==> src/rtl/maze_game_ctrl_if.sv <==
// Signal bundle between the maze game controller and its host: control pulses,
// wall map, and the registered game status outputs.
interface maze_game_ctrl_if;
    logic         start;
    logic         btn_up;
    logic         btn_down;
    logic         btn_left;
    logic         btn_right;
    logic         frame_tick;
    logic [197:0] mazestate;
    logic [7:0]   player_tile;
    logic [7:0]   counter;
    logic [2:0]   cp_progress;
    logic [2:0]   lives;
    logic [2:0]   game_state;
    logic [15:0]  elapsed;

    modport master (
        output start, btn_up, btn_down, btn_left, btn_right, frame_tick, mazestate,
        input  player_tile, counter, cp_progress, lives, game_state, elapsed
    );

    modport slave (
        input  start, btn_up, btn_down, btn_left, btn_right, frame_tick, mazestate,
        output player_tile, counter, cp_progress, lives, game_state, elapsed
    );
endinterface

==> src/rtl/maze_game_ctrl.sv <==
// Game sequencer for the 18x11 OLED maze: player moves against the wall map,
// hit flash, in-order checkpoints, lives, and win/lose.
module maze_game_ctrl #(
    parameter int START_TILE   = 19,
    parameter int FLASH_FRAMES = 30,
    parameter int LIVES        = 3
) (
    input  logic             CLK,
    input  logic             RST,
    maze_game_ctrl_if.slave  bus
);

    localparam logic [4:0] START_COL = 5'(START_TILE % 18);
    localparam logic [3:0] START_ROW = 4'(START_TILE / 18);

    typedef enum logic [2:0] {
        S_IDLE  = 3'd0,
        S_PLAY  = 3'd1,
        S_CHECK = 3'd2,
        S_HIT   = 3'd3,
        S_WIN   = 3'd4,
        S_LOSE  = 3'd5
    } state_t;

    function automatic logic [7:0] tile_of(input logic [4:0] c, input logic [3:0] r);
        return 8'(c) + 8'(r) * 8'd18;
    endfunction

    function automatic logic [7:0] next_cp(input logic [2:0] idx);
        case (idx)
            3'd0:    return 8'd31;
            3'd1:    return 8'd37;
            3'd2:    return 8'd113;
            3'd3:    return 8'd139;
            3'd4:    return 8'd178;
            default: return 8'hFF;
        endcase
    endfunction

    state_t      r_state,     w_state;
    logic [4:0]  r_col,       w_col;
    logic [3:0]  r_row,       w_row;
    logic [4:0]  r_cand_col,  w_cand_col;
    logic [3:0]  r_cand_row,  w_cand_row;
    logic [4:0]  r_resp_col,  w_resp_col;
    logic [3:0]  r_resp_row,  w_resp_row;
    logic [7:0]  r_flash_cnt, w_flash_cnt;
    logic [7:0]  r_counter,   w_counter;
    logic [2:0]  r_cp,        w_cp;
    logic [2:0]  r_lives,     w_lives;
    logic [15:0] r_elapsed,   w_elapsed;
    logic [7:0]  r_tile,      w_tile;
    logic [7:0]  w_cand_idx;

    assign w_cand_idx = tile_of(r_cand_col, r_cand_row);
    assign w_tile     = tile_of(w_col, w_row);

    always_ff @(posedge CLK or posedge RST) begin
        if (RST) begin
            r_state     <= S_IDLE;
            r_col       <= START_COL;
            r_row       <= START_ROW;
            r_cand_col  <= START_COL;
            r_cand_row  <= START_ROW;
            r_resp_col  <= START_COL;
            r_resp_row  <= START_ROW;
            r_flash_cnt <= '0;
            r_counter   <= '0;
            r_cp        <= '0;
            r_lives     <= 3'(LIVES);
            r_elapsed   <= '0;
            r_tile      <= 8'(START_TILE);
        end else begin
            r_state     <= w_state;
            r_col       <= w_col;
            r_row       <= w_row;
            r_cand_col  <= w_cand_col;
            r_cand_row  <= w_cand_row;
            r_resp_col  <= w_resp_col;
            r_resp_row  <= w_resp_row;
            r_flash_cnt <= w_flash_cnt;
            r_counter   <= w_counter;
            r_cp        <= w_cp;
            r_lives     <= w_lives;
            r_elapsed   <= w_elapsed;
            r_tile      <= w_tile;
        end
    end

    always_comb begin
        w_state     = r_state;
        w_col       = r_col;
        w_row       = r_row;
        w_cand_col  = r_cand_col;
        w_cand_row  = r_cand_row;
        w_resp_col  = r_resp_col;
        w_resp_row  = r_resp_row;
        w_flash_cnt = r_flash_cnt;
        w_counter   = r_counter;
        w_cp        = r_cp;
        w_lives     = r_lives;
        w_elapsed   = r_elapsed;

        if (bus.frame_tick && (r_state == S_PLAY || r_state == S_CHECK || r_state == S_HIT)
            && r_elapsed != 16'hFFFF)
            w_elapsed = r_elapsed + 16'd1;

        case (r_state)
            S_IDLE, S_WIN, S_LOSE: begin
                if (bus.start) begin
                    w_state     = S_PLAY;
                    w_col       = START_COL;
                    w_row       = START_ROW;
                    w_resp_col  = START_COL;
                    w_resp_row  = START_ROW;
                    w_cp        = '0;
                    w_lives     = 3'(LIVES);
                    w_elapsed   = '0;
                    w_counter   = '0;
                    w_flash_cnt = '0;
                end
            end
            S_PLAY: begin
                // Priority up > down > left > right; an off-grid winner cancels the move.
                if (bus.btn_up) begin
                    if (r_row != 4'd0) begin
                        w_cand_col = r_col;
                        w_cand_row = r_row - 4'd1;
                        w_state    = S_CHECK;
                    end
                end else if (bus.btn_down) begin
                    if (r_row != 4'd10) begin
                        w_cand_col = r_col;
                        w_cand_row = r_row + 4'd1;
                        w_state    = S_CHECK;
                    end
                end else if (bus.btn_left) begin
                    if (r_col != 5'd0) begin
                        w_cand_col = r_col - 5'd1;
                        w_cand_row = r_row;
                        w_state    = S_CHECK;
                    end
                end else if (bus.btn_right) begin
                    if (r_col != 5'd17) begin
                        w_cand_col = r_col + 5'd1;
                        w_cand_row = r_row;
                        w_state    = S_CHECK;
                    end
                end
            end
            S_CHECK: begin
                if (bus.mazestate[w_cand_idx]) begin
                    w_col   = r_cand_col;
                    w_row   = r_cand_row;
                    w_state = S_PLAY;
                    if (w_cand_idx == next_cp(r_cp)) begin
                        w_cp       = r_cp + 3'd1;
                        w_resp_col = r_cand_col;
                        w_resp_row = r_cand_row;
                        if (r_cp == 3'd4)
                            w_state = S_WIN;
                    end
                end else begin
                    w_counter   = 8'd255;
                    w_lives     = r_lives - 3'd1;
                    w_flash_cnt = 8'(FLASH_FRAMES);
                    w_state     = S_HIT;
                end
            end
            S_HIT: begin
                if (bus.frame_tick) begin
                    w_flash_cnt = r_flash_cnt - 8'd1;
                    if (r_flash_cnt == 8'd1) begin
                        w_col = r_resp_col;
                        w_row = r_resp_row;
                        if (r_lives == 3'd0) begin
                            w_state = S_LOSE;
                        end else begin
                            w_counter = '0;
                            w_state   = S_PLAY;
                        end
                    end
                end
            end
            default: w_state = S_IDLE;
        endcase
    end

    assign bus.player_tile = r_tile;
    assign bus.counter     = r_counter;
    assign bus.cp_progress = r_cp;
    assign bus.lives       = r_lives;
    assign bus.game_state  = r_state;
    assign bus.elapsed     = r_elapsed;

endmodule

==> src/flat_wrapper.sv <==
// flat-port wrapper written by rule: the top's interface ports become plain ports
module maze_game_ctrl_flat 
#(
    parameter int START_TILE   = 19,
    parameter int FLASH_FRAMES = 30,
    parameter int LIVES        = 3
)
  (CLK, RST, bus_start, bus_btn_up, bus_btn_down, bus_btn_left, bus_btn_right, bus_frame_tick, bus_mazestate, bus_player_tile, bus_counter, bus_cp_progress, bus_lives, bus_game_state, bus_elapsed);
  maze_game_ctrl_if bus_i ();
  input  logic CLK;
  input  logic RST;
  input wire logic [$bits(bus_i.start)-1:0] bus_start;
  input wire logic [$bits(bus_i.btn_up)-1:0] bus_btn_up;
  input wire logic [$bits(bus_i.btn_down)-1:0] bus_btn_down;
  input wire logic [$bits(bus_i.btn_left)-1:0] bus_btn_left;
  input wire logic [$bits(bus_i.btn_right)-1:0] bus_btn_right;
  input wire logic [$bits(bus_i.frame_tick)-1:0] bus_frame_tick;
  input wire logic [$bits(bus_i.mazestate)-1:0] bus_mazestate;
  output wire logic [$bits(bus_i.player_tile)-1:0] bus_player_tile;
  output wire logic [$bits(bus_i.counter)-1:0] bus_counter;
  output wire logic [$bits(bus_i.cp_progress)-1:0] bus_cp_progress;
  output wire logic [$bits(bus_i.lives)-1:0] bus_lives;
  output wire logic [$bits(bus_i.game_state)-1:0] bus_game_state;
  output wire logic [$bits(bus_i.elapsed)-1:0] bus_elapsed;
  assign bus_i.start = bus_start;
  assign bus_i.btn_up = bus_btn_up;
  assign bus_i.btn_down = bus_btn_down;
  assign bus_i.btn_left = bus_btn_left;
  assign bus_i.btn_right = bus_btn_right;
  assign bus_i.frame_tick = bus_frame_tick;
  assign bus_i.mazestate = bus_mazestate;
  assign bus_player_tile = bus_i.player_tile;
  assign bus_counter = bus_i.counter;
  assign bus_cp_progress = bus_i.cp_progress;
  assign bus_lives = bus_i.lives;
  assign bus_game_state = bus_i.game_state;
  assign bus_elapsed = bus_i.elapsed;
  maze_game_ctrl #(.START_TILE(START_TILE), .FLASH_FRAMES(FLASH_FRAMES), .LIVES(LIVES)) u_core (.CLK(CLK), .RST(RST), .bus(bus_i));
endmodule
==> config.mk <==
export PLATFORM = sky130hd
export DESIGN_NAME = maze_game_ctrl_flat
export DESIGN_NICKNAME = d
export VERILOG_FILES = /design/src/rtl/maze_game_ctrl_if.sv /design/src/rtl/maze_game_ctrl.sv /design/src/flat_wrapper.sv
export SDC_FILE = /design/constraint.sdc
export NUM_CORES = 1
export LEC_CHECK = 0
export CORE_MARGIN = 2
export CORE_UTILIZATION = 49
export DETAILED_ROUTE_END_ITERATION = 8
export PLACE_DENSITY = 0.9
export SLEW_MARGIN = 20
export SYNTH_ARGS = -nofsm -noshare
export SYNTH_HDL_FRONTEND = slang
export SYNTH_SLANG_ARGS = --single-unit
==> constraint.sdc <==
create_clock -name CLK -period 11.2 [get_ports CLK]
set_clock_uncertainty 0.15 [all_clocks]
set_input_delay 2.24 -clock CLK [delete_from_list [all_inputs] [get_ports CLK]]
set_output_delay 2.24 -clock CLK [all_outputs]
set_load 0.1 [all_outputs]
==> reports/summary.txt <==
Final min period: 6.720 ns
initial core utilization: 0.5008
Tcrit/Tclk final: 0.6000
relative slew slack: 0.3163
clk sinks: 68
CTS root buf: clkbuf_16
crit-path cells: clkdlybuf4s50_1 > mux4_2 > mux2_2 > nor4_1 > nor4_1 > o22ai_1 > a41o_1 > o21ai_2 > and2_1 > o21ai_1 > ha_1 > inv_1 > fa_1 > nor2b_1 > o21ai_0 > nand2b_1 > nand3_1 > xor2_1 > xnor2_1
Nets: 1,109
final count of pins violating max slew: 0
Num CTS Buffers: 9
crit path max fanout: 16
yosys warns: 0
GRT Residual Overflow: 0
commonest non-fill, non-tap cell in the layout: clkdlybuf4s50_1
vias in the first global route: 6,425
met1 Use GR: 0.3922
die area: 13,770 µm²
n_diodes: 0
WP data required: 11.29 ns
io pins: 247
# setup viols final: 0
worst skew pair latency: 0.33 ns
num rows: 41
detailed placer's ending HPWL: 15.77 mm
CTS resizes: 0
buffer levels on the longest clock path: 2
Distinct cells, synth: 77
drt wl/cell: 19.88 µm
sum of negative setup slack: 0 ns
Tightest Hold Check Type: reg -> reg
met2 GRT Util: 0.5387
Syn Nets: 890
largest net degree at the start of global routing: 69
status: complete, no violations
Core Footprint: 12,570 µm²
Power Internal: 1.495 mW
critical path's slowest cell: mux4_2
vias: 6,308
CTS tree: yes
Synth Flop Type: dfrtp_1
CP Class: in -> reg
Combinational Power Share: 0.729
Worst Max-Slew Pin Slew: 1.022 ns
Gate Count Post-Synth: 649
hold_buf cts: 0
GP Congestion: 0.9320
Seq/Total Area, Yosys: 0.2723
Post-synth EDFFs: 0
switching pwr: 1.591 mW
area grow syn2layout: 45.12%
final hold violations: 0
Pwr Total: 3.086 mW
Post-CTS Setup Inserts: 0
DR pass1 iterations: 5
grt peak-use layer: met2
Crit path largest cell delay: 0.50 ns
max-cap viol count: 0
crit start category: input port
clk slew on worst S/H paths: 0.05 ns
met3 GRT Util: 0.04815
Critical Path Most Common Cell: nor4_1
FFs w/ async S/R, synth: 1.000
Max VDD drop: 0.0002208 V
DIE WIDTH: 117.3 µm
final core utilization: 0.7268
first-pass GRT wire length: 33.86 mm
RSZ-0062 raised after global routing: false
switching portion of total power: 0.5156
routed vias/inst: 6.036
#FFs+latches synth: 68
CTS HTree Levels: 3
Fmax: 0.1488 GHz
Worst Setup End Kind: register
Worst Path Arrival: 6.81 ns
PortBufs: 246
most frequent cells in the layout: 246 x clkdlybuf4s50_1, 61 x nor2_1, 58 x dfrtp_1, 47 x mux4_2, 45 x nand2_1
leakage power: 3.800 nW
initial antenna violation count: 0
DRT Wirelength: 20.77 mm
Sequential Power Share: 0.165
Avg Cell Area, Syn: 9.699 µm²
# DRC: 0
Power Dens Cells: 337.8 nW/µm²
remaining antenna violation count: 0
chip height: 117.3 µm
CP delay by family, top: compound AO/OA/AOI/OAI gates
Clock power frac: 0.106
Mapped Area: 6295 µm²
share of cells above drive strength 1: 0.1191
WP buf/inv: 2
DRT iter0 DRCs: 687
GRT Overall Usage: 0.3037
-- path summary, 6_finish.rpt --
| path | cells after the start | slack (ns) | startpoint | to |
|---|---|---|---|---|
| worst max-delay path | 19 | 4.48 | bus_mazestate[185] | u_core.bus.player_tile[7] |
| worst min-delay path | 2 | 0.33 | u_core.r_resp_row[0] | u_core.r_resp_row[0] |
| worst min register to register | 2 | 0.33 | u_core.r_resp_row[0] | u_core.r_resp_row[0] |
| worst max register to register | 20 | 5.00 | u_core.r_cand_row[0] | u_core.bus.player_tile[7] |
| min in group asynchronous | 3 | 2.32 | RST | u_core.bus.player_tile[3] |
| max in group asynchronous | 3 | 8.03 | RST | u_core.bus.cp_progress[2] |
-- sequential cells by signal (all words and copies together) (netlist names), 4 cells and up, named ones only --
name                    count
u_core.r_cand_col           5
u_core.r_flash_cnt          8
u_core.r_resp_row           4
u_core.r_cand_row           4
u_core.r_resp_col           5
u_core.bus.elapsed         16
u_core.bus.player_tile      7
u_core.r_row                4
u_core.r_col                4
-- logic make-up after synthesis --
family,synth area share
AOI/OAI and AO/OA,0.1727
muxes,0.1956
adders and majority gates,0.07315
buffers and inverters,0.05705
xor gates and xnor gates,0.06023
DFF,0.2723
and+or+nand+nor,0.1690
-- power by group through the flow --
| stage | sequential [mW] | clock, mW | combinational, mW |
|---|---|---|---|
| floorplan | 0.623 | 0 | 1.60 |
| CTS | 0.507 | 0.328 | 2.23 |
| finish | 0.509 | 0.327 | 2.25 |
| global placement | 0.506 | 0 | 2.16 |
| global route | 0.530 | 0.339 | 2.42 |
| detailed placement | 0.509 | 0 | 2.20 |
-- cell type report --
class | count | area [µm²]
Clock inverter | 6 | 112.6
Timing Repair Buffer | 253 | 2515
Sequential cell | 68 | 1718
Multi-Input combinational cell | 505 | 4229
Tap cell | 172 | 215.2
Clock buffer | 10 | 229.0
Fill cell | 864 | 3433
Inverter | 31 | 116.4
-- synthesized netlist by cell type (3+ instances only) --
cell type  count  area (µm²)
and4_1         4       35.03
nand2_1       45       168.9
a21o_1        13       97.59
nor4_1         8       50.05
o21ai_1        8       40.04
mux2i_1        6       60.06
fa_1           3       60.06
a211oi_1       3       22.52
a221o_1        3       30.03
clkbuf_1      18       67.56
and3_1         9       56.30
a22oi_1        5       37.54
a31oi_1        7       43.79
nand4_1        5       31.28
a21boi_0       5       37.54
mux4_2        47        1059
or3_1          9       56.30
dfrtp_1       58        1451
nand3_1       22       110.1
a22o_1         7       61.31
mux2_2         8       90.09
o22ai_1        3       18.77
dfstp_2       10       262.8
ha_1          32       400.4
o21a_1         4       30.03
nor3_1        12       60.06
nor2b_1       10       62.56
xnor2_1       21       183.9
and2_1        10       62.56
inv_1         31       116.4
buf_2         14       70.07
a21oi_1       39       195.2
a32o_1         4       40.04
a221oi_1       5       43.79
nand3b_1       3       22.52
o2111ai_1      3       26.28
o21ai_0       15       75.07
xor2_1        16       140.1
o21ai_2        3       26.28
nor2_1        61       229.0
buf_4         11       82.58
nand2b_1       3       18.77
-- metrics by stage --
stage | instances | instance area [µm²] | hold WS [ns] | setup slack, ns
3_5_place_dp | 1029 | 8793 | 0.3049 | 4.468
2_1_floorplan | 649 | 6295 | 0.2901 | 5.448
6_report | 1045 | 9135 | 0.3322 | 4.480
4_1_cts | 1045 | 9135 | 0.3313 | 4.666
5_1_grt | 1045 | 9135 | 0.3445 | 4.331
3_3_place_gp | 1029 | 8793 | 0.3009 | 4.717
-- worst min-delay path: cells and delay by family, from the launching register on --
| family | cells | cell delay, ns |
|---|---|---|
| buffers and inverters | 1 | 0.05 |
| flip-flops | 1 | 0.37 |
| AO/OA/AOI/OAI | 1 | 0.06 |
-- routing by layer --
layer / wire, µm / share of wire / up-vias
met5: 0 / 0 / -
met4: 412 / 0.020 / 0
met2: 10800 / 0.52 / 337
met3: 1374 / 0.066 / 45
met1: 8188 / 0.39 / 3061
li1: - / - / 2865
(Power assumes the default switching activity.)
